===== config.mk =====
export PLATFORM = sky130hd
export DESIGN_NAME = hog_bridge_ctrl
export DESIGN_NICKNAME = d
export VERILOG_FILES = /design/src/rtl/hog_bridge_pkg.sv /design/src/rtl/hog_desc_fifo.sv /design/src/rtl/hog_bridge_ctrl.sv
export SDC_FILE = /design/constraint.sdc
export NUM_CORES = 1
export LEC_CHECK = 0
export BUFFER_PORTS_ARGS = -buffer_cell sky130_fd_sc_hd__buf_2
export CORE_MARGIN = 2
export CORE_UTILIZATION = 45
export CTS_CLUSTER_DIAMETER = 80
export DETAILED_ROUTE_END_ITERATION = 6
export PLACE_DENSITY = 0.59
export REMOVE_ABC_BUFFERS = 1
export SYNTH_ARGS = -nofsm -noshare
export SYNTH_HDL_FRONTEND = slang
export SYNTH_SLANG_ARGS = --single-unit

===== constraint.sdc =====
create_clock -name clk -period 29.4 [get_ports clk]
set_input_delay 4.41 -clock clk [delete_from_list [all_inputs] [get_ports clk]]
set_output_delay 4.41 -clock clk [all_outputs]
set_load 0.01 [all_outputs]

===== src/rtl/hog_bridge_pkg.sv =====
// rtl/hog_bridge_pkg.sv - register map, bit indices and bus FSM encoding for hog_bridge_ctrl
package hog_bridge_pkg;

    localparam int REG_CTRL     = 0;
    localparam int REG_STATUS   = 1;
    localparam int REG_IRQ_MASK = 2;
    localparam int REG_IRQ_STAT = 3;
    localparam int REG_FIFO_POP = 4;
    localparam int REG_TS_NOW   = 5;
    localparam int REG_TS_LAST  = 6;

    localparam int CTRL_EN_BIT    = 0;
    localparam int CTRL_START_BIT = 1;
    localparam int CTRL_FLUSH_BIT = 2;

    localparam int STAT_EMPTY_BIT = 8;
    localparam int STAT_FULL_BIT  = 9;
    localparam int STAT_EN_BIT    = 10;

    localparam int IRQ_FIFO_BIT  = 0;
    localparam int IRQ_FRAME_BIT = 1;
    localparam int IRQ_OVF_BIT   = 2;

    typedef enum logic [1:0] {
        ST_IDLE    = 2'd0,
        ST_DECODE  = 2'd1,
        ST_ACK     = 2'd2,
        ST_RELEASE = 2'd3
    } bus_state_t;

endpackage


===== src/rtl/hog_desc_fifo.sv =====
// rtl/hog_desc_fifo.sv - synchronous descriptor FIFO with count, full/empty and flush
module hog_desc_fifo #(
    parameter int BUS_WIDTH  = 128,
    parameter int FIFO_DEPTH = 8
) (
    input  logic                         clk,
    input  logic                         rst_n,
    input  logic                         flush,
    input  logic                         push,
    input  logic [BUS_WIDTH-1:0]         push_data,
    input  logic                         pop,
    output logic [BUS_WIDTH-1:0]         pop_data,
    output logic [$clog2(FIFO_DEPTH):0]  count,
    output logic                         full,
    output logic                         empty
);
    localparam int PW = $clog2(FIFO_DEPTH);

    logic [BUS_WIDTH-1:0] mem [FIFO_DEPTH];
    logic [PW-1:0]        wr_ptr;
    logic [PW-1:0]        rd_ptr;
    logic                 do_push;
    logic                 do_pop;

    // Flush wins over both ports so a word arriving alongside it is discarded.
    assign do_push = push && !full && !flush;
    assign do_pop  = pop && !empty && !flush;

    assign full     = count == (PW + 1)'(FIFO_DEPTH);
    assign empty    = count == '0;
    assign pop_data = mem[rd_ptr];

    always_ff @(posedge clk or negedge rst_n) begin
        if (!rst_n) begin
            wr_ptr <= '0;
            rd_ptr <= '0;
            count  <= '0;
        end else if (flush) begin
            wr_ptr <= '0;
            rd_ptr <= '0;
            count  <= '0;
        end else begin
            if (do_push) wr_ptr <= wr_ptr + 1'b1;
            if (do_pop)  rd_ptr <= rd_ptr + 1'b1;
            count <= count + (PW + 1)'(do_push) - (PW + 1)'(do_pop);
        end
    end

    always_ff @(posedge clk) begin
        if (do_push) mem[wr_ptr] <= push_data;
    end

endmodule


===== src/rtl/hog_bridge_ctrl.sv =====
// rtl/hog_bridge_ctrl.sv - HPS bridge register/IRQ controller and HOG descriptor buffer (option: HOG_BRIDGE_TIMESTAMP_EN)
module hog_bridge_ctrl
    import hog_bridge_pkg::*;
#(
    parameter int ADDR_WIDTH = 5,
    parameter int BUS_WIDTH  = 128,
    parameter int BUS_BYTES  = BUS_WIDTH / 8,
    parameter int FIFO_DEPTH = 8
) (
    input  logic                  clk,
    input  logic                  rst_n,
    input  logic [ADDR_WIDTH-1:0] addr,
    input  logic                  bus_enable,
    input  logic                  r_wbar,
    input  logic [BUS_WIDTH-1:0]  write_data,
    input  logic [BUS_BYTES-1:0]  byte_enable,
    output logic [BUS_WIDTH-1:0]  read_data,
    output logic                  ack,
    output logic                  irq,
    input  logic [BUS_WIDTH-1:0]  desc_data,
    input  logic                  desc_valid,
    output logic                  desc_ready,
    input  logic                  frame_done,
    output logic                  hog_enable,
    output logic                  hog_start
);
    localparam int CW = $clog2(FIFO_DEPTH) + 1;

    bus_state_t            state;
    bus_state_t            state_nxt;
    logic [ADDR_WIDTH-1:0] lat_addr;
    logic                  lat_rd;
    logic                  lat_be0;
    logic [2:0]            lat_wbits;
    logic [BUS_WIDTH-1:0]  rdata_q;
    logic [BUS_WIDTH-1:0]  rd_val;
    logic                  ctrl_en;
    logic                  start_q;
    logic                  flush_q;
    logic                  irq_q;
    logic [2:0]            irq_mask;
    logic [2:0]            irq_stat;
    logic [2:0]            irq_set;
    logic [2:0]            irq_clr;
    logic                  fifo_full;
    logic                  fifo_empty;
    logic                  fifo_push;
    logic                  fifo_pop;
    logic [CW-1:0]         fifo_count;
    logic [BUS_WIDTH-1:0]  fifo_head;
    logic                  decode;
    logic                  reg_wr;
    logic                  wr_ctrl;
    logic                  wr_mask;
    logic                  wr_stat;
    logic                  unused_bits;

    // Every control bit lives in byte 0, so only that slice of a write is kept.
    assign unused_bits = ^{write_data[BUS_WIDTH-1:3], byte_enable[BUS_BYTES-1:1]};

    always_ff @(posedge clk or negedge rst_n) begin
        if (!rst_n) state <= ST_IDLE;
        else        state <= state_nxt;
    end

    always_comb begin
        state_nxt = state;
        ack       = 1'b0;
        read_data = '0;
        case (state)
            ST_IDLE:    if (bus_enable) state_nxt = ST_DECODE;
            ST_DECODE:  state_nxt = ST_ACK;
            ST_ACK: begin
                ack       = 1'b1;
                read_data = rdata_q;
                state_nxt = ST_RELEASE;
            end
            ST_RELEASE: if (!bus_enable) state_nxt = ST_IDLE;
            default:    state_nxt = ST_IDLE;
        endcase
    end

    always_ff @(posedge clk or negedge rst_n) begin
        if (!rst_n) begin
            lat_addr  <= '0;
            lat_rd    <= 1'b0;
            lat_be0   <= 1'b0;
            lat_wbits <= '0;
        end else if (state == ST_IDLE && bus_enable) begin
            lat_addr  <= addr;
            lat_rd    <= r_wbar;
            lat_be0   <= byte_enable[0];
            lat_wbits <= write_data[2:0];
        end
    end

    assign decode   = state == ST_DECODE;
    assign reg_wr   = decode && !lat_rd && lat_be0;
    assign wr_ctrl  = reg_wr && lat_addr == ADDR_WIDTH'(REG_CTRL);
    assign wr_mask  = reg_wr && lat_addr == ADDR_WIDTH'(REG_IRQ_MASK);
    assign wr_stat  = reg_wr && lat_addr == ADDR_WIDTH'(REG_IRQ_STAT);
    assign fifo_pop = decode && lat_rd && lat_addr == ADDR_WIDTH'(REG_FIFO_POP) && !fifo_empty;

    assign fifo_push  = desc_valid && !fifo_full;
    assign desc_ready = !fifo_full;
    assign hog_enable = ctrl_en;
    assign hog_start  = start_q;
    assign irq        = irq_q;
    assign irq_clr    = wr_stat ? lat_wbits : 3'b000;

    always_comb begin
        irq_set                = '0;
        irq_set[IRQ_FIFO_BIT]  = !fifo_empty;
        irq_set[IRQ_FRAME_BIT] = frame_done;
        irq_set[IRQ_OVF_BIT]   = desc_valid && fifo_full;
    end

`ifdef HOG_BRIDGE_TIMESTAMP_EN
    logic [31:0] ts_now;
    logic [31:0] ts_last;

    always_ff @(posedge clk or negedge rst_n) begin
        if (!rst_n) begin
            ts_now  <= '0;
            ts_last <= '0;
        end else begin
            ts_now <= ts_now + 32'd1;
            if (frame_done) ts_last <= ts_now;
        end
    end
`endif

    always_comb begin
        rd_val = '0;
        case (lat_addr)
            ADDR_WIDTH'(REG_CTRL):     rd_val[CTRL_EN_BIT] = ctrl_en;
            ADDR_WIDTH'(REG_STATUS): begin
                rd_val[7:0]            = 8'(fifo_count);
                rd_val[STAT_EMPTY_BIT] = fifo_empty;
                rd_val[STAT_FULL_BIT]  = fifo_full;
                rd_val[STAT_EN_BIT]    = ctrl_en;
            end
            ADDR_WIDTH'(REG_IRQ_MASK): rd_val[2:0] = irq_mask;
            ADDR_WIDTH'(REG_IRQ_STAT): rd_val[2:0] = irq_stat;
            ADDR_WIDTH'(REG_FIFO_POP): rd_val = fifo_empty ? '0 : fifo_head;
`ifdef HOG_BRIDGE_TIMESTAMP_EN
            ADDR_WIDTH'(REG_TS_NOW):   rd_val[31:0] = ts_now;
            ADDR_WIDTH'(REG_TS_LAST):  rd_val[31:0] = ts_last;
`endif
            default:                   rd_val = '0;
        endcase
    end

    // Start only fires if the same write leaves the pipeline enabled.
    always_ff @(posedge clk or negedge rst_n) begin
        if (!rst_n) begin
            ctrl_en  <= 1'b0;
            start_q  <= 1'b0;
            flush_q  <= 1'b0;
            irq_mask <= '0;
            irq_stat <= '0;
            irq_q    <= 1'b0;
            rdata_q  <= '0;
        end else begin
            start_q  <= wr_ctrl && lat_wbits[CTRL_START_BIT] && lat_wbits[CTRL_EN_BIT];
            flush_q  <= wr_ctrl && lat_wbits[CTRL_FLUSH_BIT];
            if (wr_ctrl) ctrl_en  <= lat_wbits[CTRL_EN_BIT];
            if (wr_mask) irq_mask <= lat_wbits;
            irq_stat <= irq_set | (irq_stat & ~irq_clr);
            irq_q    <= |(irq_stat & irq_mask);
            if (decode) rdata_q <= lat_rd ? rd_val : '0;
        end
    end

    hog_desc_fifo #(
        .BUS_WIDTH  (BUS_WIDTH),
        .FIFO_DEPTH (FIFO_DEPTH)
    ) u_fifo (
        .clk       (clk),
        .rst_n     (rst_n),
        .flush     (flush_q),
        .push      (fifo_push),
        .push_data (desc_data),
        .pop       (fifo_pop),
        .pop_data  (fifo_head),
        .count     (fifo_count),
        .full      (fifo_full),
        .empty     (fifo_empty)
    );

endmodule


==> results by group, run 1 <==
Status
  • Outcome: finished, final reports clean

Die
  • Die area: between 0.1 and 0.15 sq mm
  • Die width: 321 um
  • Standard-cell rows: approximately 120
  • Die Span Y: 321 um
  • Placeable Area: about 0.1 sq mm
  • I/O Pins: between 400 and 500
  • Initial Util: 0.453

Clocking
  • Clock Tree Root: clkbuf_16
  • CTS tree: built
  • CTS buffer count: 120
  • Hold buffer count at cts: 0
  • Clk buf depth: 3
  • Clock sink count: roughly 1,200
  • Clock Pin Slew Worst Setup and Hold Paths: about 60 ps
  • Post-cts resize count: 0
  • Post-CTS setup buffers: 0
  • H-tree depth: 3
  • Worst-skew pair later-pin latency: just over 700 ps

Worst setup path
  • Crit Path Max Fanout: between 70 and 80
  • Cell repeated most along the worst path: buf_4
  • Critical path class: flop to output pin
  • Crit. End Element: output pin
  • Critical path cell sequence: inv_1 > ha_4 > buf_4 > buf_4 > and2_1 > buf_2
  • Max stage delay cell, worst path: buf_4
  • Worst path buffer plus inverter count: 4
  • WP data arrival: about 3600 ps
  • Worst endpoint required time: 24,990 ps
  • CP peak stage delay: around 750 ps
  • Crit path max-delay family: buffers and inverters
  • Setup crit start kind: flop

Pwr
  • Maximum vdd ir drop: ~0.000057 V
  • Pwr dens: 85.4 mW/mm^2
  • Pleak: about 18 nW

Synthesis
  • Largest cells by area after synthesis: edfxtp_1, mux4_2, dfrtp_1, mux2i_1, o2bb2ai_1
  • Top FF cell, synth: edfxtp_1
  • Mapped cell area: about 0.045 sq mm
  • Syn Inst Count: 2,083
  • Area leader, netlist: edfxtp_1
  • Syn_area_per_cell: between 20 and 25 sq um
  • Post-synth cell types: 47
  • Register bit total from synthesis: roughly 1,200
  • YS warnings: 0
  • Post-synth EDFFs: 1,024
  • Ys async rst share: 0.135
  • Seq/Total Area, Yosys: 0.767
  • Post-synth top area share: 0.679

Finish
  • Most common cell after layout, fill and taps aside: edfxtp_1
  • Register area: 0.0348 sq mm
  • Fillers: approximately 7,800
  • Final nets: around 2,700
  • Share of layout cells above drive strength 1: 0.319
  • Syn-to-layout area delta: 15.1%
  • Layout Utilization: 0.522
  • Commonest non-fill, non-tap cells in the layout: edfxtp_1, buf_2, mux4_2, dfrtp_1, mux2i_1
  • Multi-input logic area: 0.00996 sq mm

Route
  • Via Count: approximately 21,000
  • DRC violations left: 0
  • 1st-iter DRT viols: between 1,500 and 2,000
  • Routed WL: ~100 mm
  • DRT Pass-1 Iters: 5
  • Routed WL per cell: about 27 um
  • DR vias/cell: roughly 5.6
  • Antenna Violating Nets Remaining: 0

Global route
  • Initial antenna violation count: 27
  • Total GRT Usage: 0.199
  • First-pass GRT wire length: roughly 150 mm
  • Vias in the first global route: between 20,000 and 25,000
  • Largest net degree at the start of global routing: 160
  • GRT overflow: 0

Placement
  • GPL Wtd Cong: around 0.75
  • DP HPWL: 50.8 mm
  • PortBufs: ~280

STA
  • Count of final max-slew check failures: 0
  • WHS: 478 ps
  • RSZ-0062 raised after global routing: false
  • Post-Route Setup TNS: 0 ps
  • FMAX: around 0.13 GHz
  • Endpoints failing setup: 0
  • Final Hold Vio Count: 0
  • Rel. slew slack: 0.152
  • Worst Tran Pin Value: roughly 1300 ps
  • Final Skew: roughly 21 ps
  • Clock period minus worst slack: about 8000 ps
  • Tcrit/Tclk final: 0.271

Min path
  • HP Class: flop to flop

Job
  • Number of max-cap violations: 0
metrics by stage:
stage               power [mW]  instances  worst slack (ps)  area [sq um]
floorplan                 2.84       1963             15160         44700
global placement          2.95       3571             21240         48100
detailed placement        2.97       3571             21210         48100
CTS                       4.52       3799             21260         52200
global route              4.65       3803             21120         52200
finish                    4.46       3805             21440         52200
final cells by class:
| class | instances | area share |
|---|---|---|
| diodes | 6 | 0.000288 |
| clock buffers | 143 | 0.0609 |
| clock inverters | 85 | 0.0167 |
| inverters | 12 | 0.000911 |
| multi-input cells | 767 | 0.191 |
| flip-flops and latches | 1184 | 0.666 |
| well taps | 1298 | 0.0311 |
| repair buffers | 310 | 0.0328 |
state kept, by name, indices dropped and copies added, names as in the netlist, 2 cells and up:
name / count
irq_mask: 3
irq_stat: 3
lat_addr: 5
lat_wbits: 3
rdata_q: 128
state: 2
u_fifo.count: 4
u_fifo.mem: 1024
u_fifo.rd_ptr: 3
u_fifo.wr_ptr: 3
Yosys cell counts, drive strengths merged (12+ instances only):
| library cell | number |
|---|---|
| and2 | 128 |
| buf | 80 |
| clkbuf | 40 |
| dfrtp | 160 |
| edfxtp | 1024 |
| ha | 13 |
| inv | 12 |
| mux2 | 17 |
| mux2i | 131 |
| mux4 | 253 |
| nand2 | 13 |
| nor2 | 20 |
| o2bb2ai | 121 |
report_power, final:
group | switching (mW) | total, mW | internal (mW) | leakage [nW]
combinational | 0.450 | 0.747 | 0.297 | 4.08
sequential | 0.0817 | 2.17 | 2.08 | 11.5
clock | 0.651 | 1.54 | 0.892 | 2.00
cell families (layout without fill, tap and decap cells):
| family | after synthesis | count (layout) | synth area share |
|---|---|---|---|
| mux | 401 | 401 | 0.159 |
| flops | 1184 | 1184 | 0.767 |
| buf+inv | 132 | 550 | 0.0150 |
| fa+ha+maj | 14 | 14 | 0.00403 |
| other cells | 0 | 6 | 0 |
| compound gates | 152 | 152 | 0.0282 |
| xor+xnor | 6 | 6 | 0.00116 |
| simple gates | 194 | 194 | 0.0258 |
routing by layer:
layer	up-vias	GRT usage	routed length, um	part of all wire
met5	-	0	211	0.0021
met3	169	0.0441	5840	0.057
met4	32	0.0509	2160	0.021
li1	9214	-	-	-
met2	516	0.329	50300	0.49
met1	11513	0.270	43400	0.43
worst paths after layout:
kind | slack (ps) | cells past startpoint | startpoint | endpoint
min in group asynchronous | 3790 | 1 | rst_n | state[0]
worst min register to register | 480 | 1 | rdata_q[83] | rdata_q[83]
worst min-delay path | 480 | 1 | rdata_q[83] | rdata_q[83]
worst max-delay path | 21440 | 6 | state[0] | read_data[92]
worst max register to register | 24830 | 6 | u_fifo.rd_ptr[0] | rdata_q[82]
max in group asynchronous | 24200 | 2 | rst_n | u_fifo.rd_ptr[0]
No activity file was read; power rests on OpenSTA's default activity.
==> run 2: changes to the inputs <==
Settings changed: ABC_AREA from default to 1, PLACE_DENSITY 0.59 to 0.61.
Clock period 29.4 ns to 7.1 ns, I/O delays scaled along.
==> results by group, run 2 <==
Status
  • Outcome: finished, final reports clean

Route
  • Routed WL per cell: 20.3 um (-24%)
  • Routed WL: 113 mm (+10%)
  • Routed met1 length: 49.8 mm (+15%)
  • Top Metal Used: met5
  • DRT Pass-1 Iters: 5 (unchanged)
  • Met2 WL: 53.4 mm (+6.2%)
  • 1st-iter DRT viols: 2,485 (+51%)
  • Met3 WL post-DR: 7.00 mm (+20%)
  • Via Count: 29,381 (+37%)
  • Antenna Violating Nets Remaining: 0 (unchanged)
  • DRC violations left: 0 (unchanged)
  • DR vias/cell: 5.31 (-5.7%)

Global route
  • First-pass GRT wire length: 169 mm (+12%)
  • Largest net degree at the start of global routing: 233 (+46%)
  • GRT overflow: 0 (unchanged)
  • Total GRT Usage: 0.208 (+0.00895)
  • Initial antenna violation count: 27 (unchanged)
  • Vias in the first global route: 28,145 (+23%)

Pwr
  • Pleak: 20.3 nW (+16%)
  • Pwr dens: 342 mW/mm^2 (+300%)
  • Maximum vdd ir drop: 0.000263 V (+360%)

Die
  • Die width: 327 um (+1.8%)
  • Standard-cell rows: 118 (+1.7%)
  • Die Span Y: 327 um (+1.8%)
  • I/O Pins: 416 (unchanged)
  • Placeable Area: 0.103 sq mm (+3.5%)
  • Die area: 0.107 sq mm (+3.7%)
  • Initial Util: 0.454 (+0.000967)

Synthesis
  • Register bit total from synthesis: 1,184 (unchanged)
  • Seq/Total Area, Yosys: 0.739 (-0.0275)
  • Most frequent cells after synthesis: edfxtp_1, nor2_1, nand2_1
  • Ys async rst share: 0.135 (unchanged)
  • Post-synth top area share: 0.654 (-0.0243)
  • Mapped cell area: 0.0470 sq mm (+3.7%)
  • YS warnings: 0 (unchanged)
  • Area leader, netlist: edfxtp_1
  • Top FF cell, synth: edfxtp_1
  • Largest cells by area after synthesis: edfxtp_1, dfrtp_1, nor2_1, o21ai_0, nand2_1
  • Count leader, synth: edfxtp_1
  • Post-synth cell types: 28 (-40%)
  • Post-synth EDFFs: 1,024 (unchanged)
  • Syn Inst Count: 3,842 (+84%)
  • Syn_area_per_cell: 12.2 sq um (-44%)

Finish
  • Max FFs per register: 1,024 (unchanged)
  • Reg with most FFs: u_fifo.mem
  • Most common cell after layout, fill and taps aside: edfxtp_1
  • Finished Layout Cells: 5,530 (+45%)
  • Fillers: 8,858 (+14%)
  • Top Registers: u_fifo.mem (1024), rdata_q (128), lat_addr (5)
  • Design area: 0.0533 sq mm (+2.2%)
  • Share of layout cells above drive strength 1: 0.122 (-0.197)
  • Syn-to-layout area delta: 13.5%
  • Multi-input logic area: 0.0103 sq mm (+3.3%)
  • Commonest non-fill, non-tap cells in the layout: edfxtp_1, nor2_1, nand2_1, o21ai_0, buf_2
  • Register area: 0.0348 sq mm (unchanged)
  • Final nets: 4,335 (+61%)

STA
  • Final Hold Vio Count: 0 (unchanged)
  • Tcrit/Tclk final: 0.591
  • RSZ-0062 raised after global routing: false
  • Clock period minus worst slack: about 4200 ps
  • Post-Route Setup TNS: 0 ps (unchanged)
  • Worst setup margin: 2910 ps (-18,530 ps)
  • FMAX: between 0.2 and 0.25 GHz
  • Final Skew: 32.7 ps (+12.0 ps)
  • Worst Tran Pin Value: 1370 ps (+96.0 ps)
  • Count of final max-slew check failures: 0 (unchanged)
  • Endpoints failing setup: 0 (unchanged)
  • WHS: 393 ps (-84.8 ps)
  • Rel. slew slack: 0.0879 (-0.0640)

Worst setup path
  • R2r worst-path depth: 6 (unchanged)
  • Reg2reg start: u_fifo.rd_ptr[0]
  • Setup crit start kind: flop
  • CP endpoint: read_data[87]
  • Critical path class: flop to output pin
  • WP data arrival: 3130 ps (-420 ps)
  • Crit. End Element: output pin
  • Critical Path Start: state[0]
  • Worst endpoint required time: 6030 ps (-18,960 ps)
  • R2r setup slk: 3390 ps (-21,440 ps)
  • Crit Reg-Reg Endpoint: rdata_q[72]
  • Crit Path Max Fanout: 80 (+1.3%)

Clocking
  • Hold buffer count at cts: 0 (unchanged)
  • Post-cts resize count: 0 (unchanged)
  • CTS buffer count: 119 (-0.83%)
  • Clk buf depth: 3 (unchanged)
  • Clock sink count: 1,184 (unchanged)
  • CTS tree: built
  • Post-CTS setup buffers: 0 (unchanged)
  • Worst-skew pair later-pin latency: 710 ps (about the same)
  • Clock Pin Slew Worst Setup and Hold Paths: 60 ps (about the same)
  • H-tree depth: 3 (unchanged)
  • Clock Tree Root: clkbuf_16

Placement
  • PortBufs: 275 (unchanged)
  • GPL Wtd Cong: 0.792 (+5.8%)
  • Post-place setup slack: 3130 ps (-18,080 ps)
  • Area post-placement: 0.0495 sq mm (+2.9%)
  • DP HPWL: 53.4 mm (+5.3%)
  • Dpl cells: 5,297 (+48%)

Job
  • Number of max-cap violations: 0 (unchanged)

Min path
  • HP Class: primary input to async pin
run 2: how the worst min path moves through the flow:
stage	startpoint	cells past startpoint	slack (ps)	endpoint
after floorplan	rdata_q[0]	2	450	rdata_q[0]
after global placement	rdata_q[103]	2	460	rdata_q[103]
after detailed placement	rdata_q[69]	2	470	rdata_q[69]
after CTS	rst_n	1	400	rdata_q[39]
after global routing	rst_n	1	420	rdata_q[39]
final	rst_n	1	390	rdata_q[39]
run 2: per-layer routing:
metal	up-vias	GRT usage
met5	-	0
met4	30	0.0541
met3	176	0.0392
met2	769	0.343
met1	14507	0.285
li1	13899	-
run 2: cell type report:
| class | count | share of cell area |
|---|---|---|
| clock buffers | 175 | 0.0632 |
| clock inverters | 48 | 0.00807 |
| multi-input cells | 2173 | 0.193 |
| repair buffers | 314 | 0.0336 |
| flip-flops and latches | 1184 | 0.652 |
| diodes | 10 | 0.000469 |
| well taps | 1380 | 0.0324 |
| inverters | 246 | 0.0178 |
run 2: cells by family after synthesis:
| group | Yosys count | share of synthesized area |
|---|---|---|
| AND/OR/NAND/NOR | 1335 | 0.112 |
| flip-flops | 1184 | 0.739 |
| AO/OA/AOI/OAI | 818 | 0.100 |
| buffers and inverters | 485 | 0.0434 |
| adder cells (fa/ha/maj) | 14 | 0.00389 |
| multiplexers | 4 | 0.000958 |
| XOR/XNOR | 2 | 0.000373 |
run 2: report_power, final:
| group | leakage, nW | internal, mW | switching [mW] | total (mW) |
|---|---|---|---|---|
| logic | 6.97 | 0.799 | 2.56 | 3.36 |
| clock network | 1.86 | 3.49 | 2.56 | 6.05 |
| registers | 11.5 | 8.56 | 0.264 | 8.82 |
| total | 20.3 | 12.8 | 5.39 | 18.2 |
run 2: critical path: stages (launching register included):
cell	delay, ps
dfrtp_1	400
inv_1	180
ha_4	700
buf_12	390
nand2_1	290
inv_1	100
buf_2	130
run 2: metrics by stage:
| stage | power [mW] | util |
|---|---|---|
| after CTS | 18.4 | 0.515 |
| after floorplan | 11.3 | - |
| after global routing | 19.1 | 0.515 |
| final | 18.2 | 0.515 |
| after detailed placement | 12.4 | 0.478 |
| after global placement | 12.3 | 0.478 |
==> run 3: changes to the inputs <==
Clock period 7.1 ns to 3.8 ns, I/O delays scaled along.
==> results by group, run 3 (synthesis results as in run 2) <==
Clocking
  • CTS tree: built
  • Clock Pin Slew Worst Setup and Hold Paths: 60 ps (about the same)
  • CTS buffer count: 130 (+9.2%)
  • Post-CTS setup buffers: 0 (unchanged)
  • Clock sink count: 1,184 (unchanged)
  • H-tree depth: 4 (+1)
  • Clk buf depth: 3 (unchanged)
  • Worst-skew pair later-pin latency: 730 ps (+20 ps)
  • Clock Tree Root: clkbuf_16

Worst setup path
  • Worst endpoint required time: 3230 ps (-2800 ps)
  • Setup crit start kind: flop
  • Max stage delay cell, worst path: dfrtp_1
  • Crit path max-delay family: buffers and inverters
  • Cell repeated most along the worst path: inv_1
  • Crit. End Element: output pin
  • Crit Path Max Fanout: 60 (-25%)
  • Worst path buffer plus inverter count: 4 (unchanged)
  • Critical path cell sequence: inv_1 > ha_4 > buf_12 > nand2_1 > inv_1 > buf_2
  • WP data arrival: 2480 ps (-650 ps)
  • CP peak stage delay: 400 ps (-300 ps)
  • Critical path class: flop to output pin

Die
  • Die width: 327 um (unchanged)
  • Die area: 0.107 sq mm (unchanged)
  • Initial Util: 0.454 (unchanged)
  • Standard-cell rows: 118 (unchanged)
  • Placeable Area: 0.103 sq mm (unchanged)
  • I/O Pins: 416 (unchanged)
  • Die Span Y: 327 um (unchanged)

Global route
  • Initial antenna violation count: 29 (+7.4%)
  • Largest net degree at the start of global routing: 246 (+5.6%)
  • First-pass GRT wire length: 170 mm (+0.42%)
  • Total GRT Usage: 0.208 (about the same)
  • GRT overflow: 0 (unchanged)
  • Vias in the first global route: 28,221 (+0.27%)

Route
  • DR vias/cell: 5.31 (-0.13%)
  • 1st-iter DRT viols: 2,473 (-0.48%)
  • Via Count: 29,498 (+0.40%)
  • Antenna Violating Nets Remaining: 0 (unchanged)
  • DRT Pass-1 Iters: 6 (+1)
  • Routed WL: 112 mm (-0.84%)
  • Routed WL per cell: 20.1 um (-1.4%)
  • DRC violations left: 0 (unchanged)

STA
  • Final Skew: 21.1 ps (-11.7 ps)
  • Final Hold Vio Count: 0 (unchanged)
  • Tcrit/Tclk final: 0.802
  • FMAX: about 0.33 GHz
  • Endpoints failing setup: 0 (unchanged)
  • Rel. slew slack: 0.270 (+0.182)
  • Worst Tran Pin Value: 1100 ps (-273 ps)
  • Clock period minus worst slack: around 3000 ps
  • RSZ-0062 raised after global routing: false
  • WHS: 78.5 ps (-315 ps)
  • Count of final max-slew check failures: 0 (unchanged)
  • Worst setup margin: 751 ps (-2160 ps)

Status
  • Outcome: finished, final reports clean

Finish
  • Finished Layout Cells: 5,559 (+0.52%)
  • Final nets: 4,365 (+0.69%)
  • Share of layout cells above drive strength 1: 0.128 (+0.00647)
  • Top Registers: u_fifo.mem (1024), rdata_q (128), lat_addr (5)
  • Max FFs per register: 1,024 (unchanged)
  • Reg with most FFs: u_fifo.mem
  • Fillers: 8,800 (-0.65%)
  • Commonest non-fill, non-tap cells in the layout: edfxtp_1, nor2_1, nand2_1, o21ai_0, buf_2
  • Most common cell after layout, fill and taps aside: edfxtp_1
  • Syn-to-layout area delta: 15.3%

Pwr
  • Pwr dens: 649 mW/mm^2 (+90%)
  • Pleak: 20.7 nW (+1.8%)
  • Total power: 35.2 mW (+93%)
  • Maximum vdd ir drop: 0.000679 V (+160%)

Placement
  • GPL Wtd Cong: 0.788 (-0.53%)
  • Dpl cells: 5,314 (+0.32%)
  • PortBufs: 275 (unchanged)
  • DP HPWL: 54.4 mm (+1.8%)
  • Post-place setup slack: 992 ps (-2140 ps)

Job
  • Number of max-cap violations: 0 (unchanged)

Min path
  • HP Class: primary input to flop
run 3: cell count changes in the layout (fill, tap and decap cells not counted), sizes merged:
cell,change
clkinvlp,+1
diode,-4
dlygate4sd3,+2
inv,+8
bufinv,+4
clkinv,+1
buf,+17
run 3: where the power goes:
group	switching (mW)	total, mW	internal [mW]
combinational	4.86	6.57	1.71
clock	5.00	12.2	7.23
sequential	0.400	16.4	16.0
total	10.3	35.2	24.9
run 3: area by class of cell:
class | count | area (sq um) | share of cell area
sequential | 1184 | 34800 | 0.641
multi-input combinational | 2173 | 10300 | 0.190
antenna | 6 | 15.0 | 0.000277
timing repair buffer | 333 | 2300 | 0.0425
tap | 1380 | 1730 | 0.0319
inverter | 246 | 947 | 0.0175
clock buffer | 175 | 3520 | 0.0650
clock inverter | 62 | 641 | 0.0118
run 3: what timing repair did:
item,CTS,global route
gates resized for setup,0,0
hold endpoints to repair,62,0
hold buffers,2,0
endpoints found under the setup margin,0,0
run 3: per-stage QoR:
stage,setup TNS (ps),cell area [sq um],utilization
finish,0,54200,0.524
detailed placement,0,50000,0.483
floorplan,-4810550,45900,-
CTS,0,54200,0.524
global route,0,54200,0.524
global placement,0,50000,0.483
run 3: worst paths after layout:
path	depth (start not counted)	end	from	slack [ps]
max in group asynchronous	3	rdata_q[73]	rst_n	2490
worst min register to register	2	rdata_q[21]	rdata_q[21]	480
min in group asynchronous	2	rdata_q[39]	rst_n	440
worst min-delay path	2	lat_be0	byte_enable[0]	80
worst max register to register	8	u_fifo.mem[5][21]	u_fifo.count[2]	1040
worst max-delay path	6	read_data[87]	state[0]	750
run 3: metal layers:
layer / wire, um / track usage
met1: 50100 / 0.292
met2: 51500 / 0.326
met3: 7360 / 0.0464
met4: 2370 / 0.0622
met5: 235 / 0
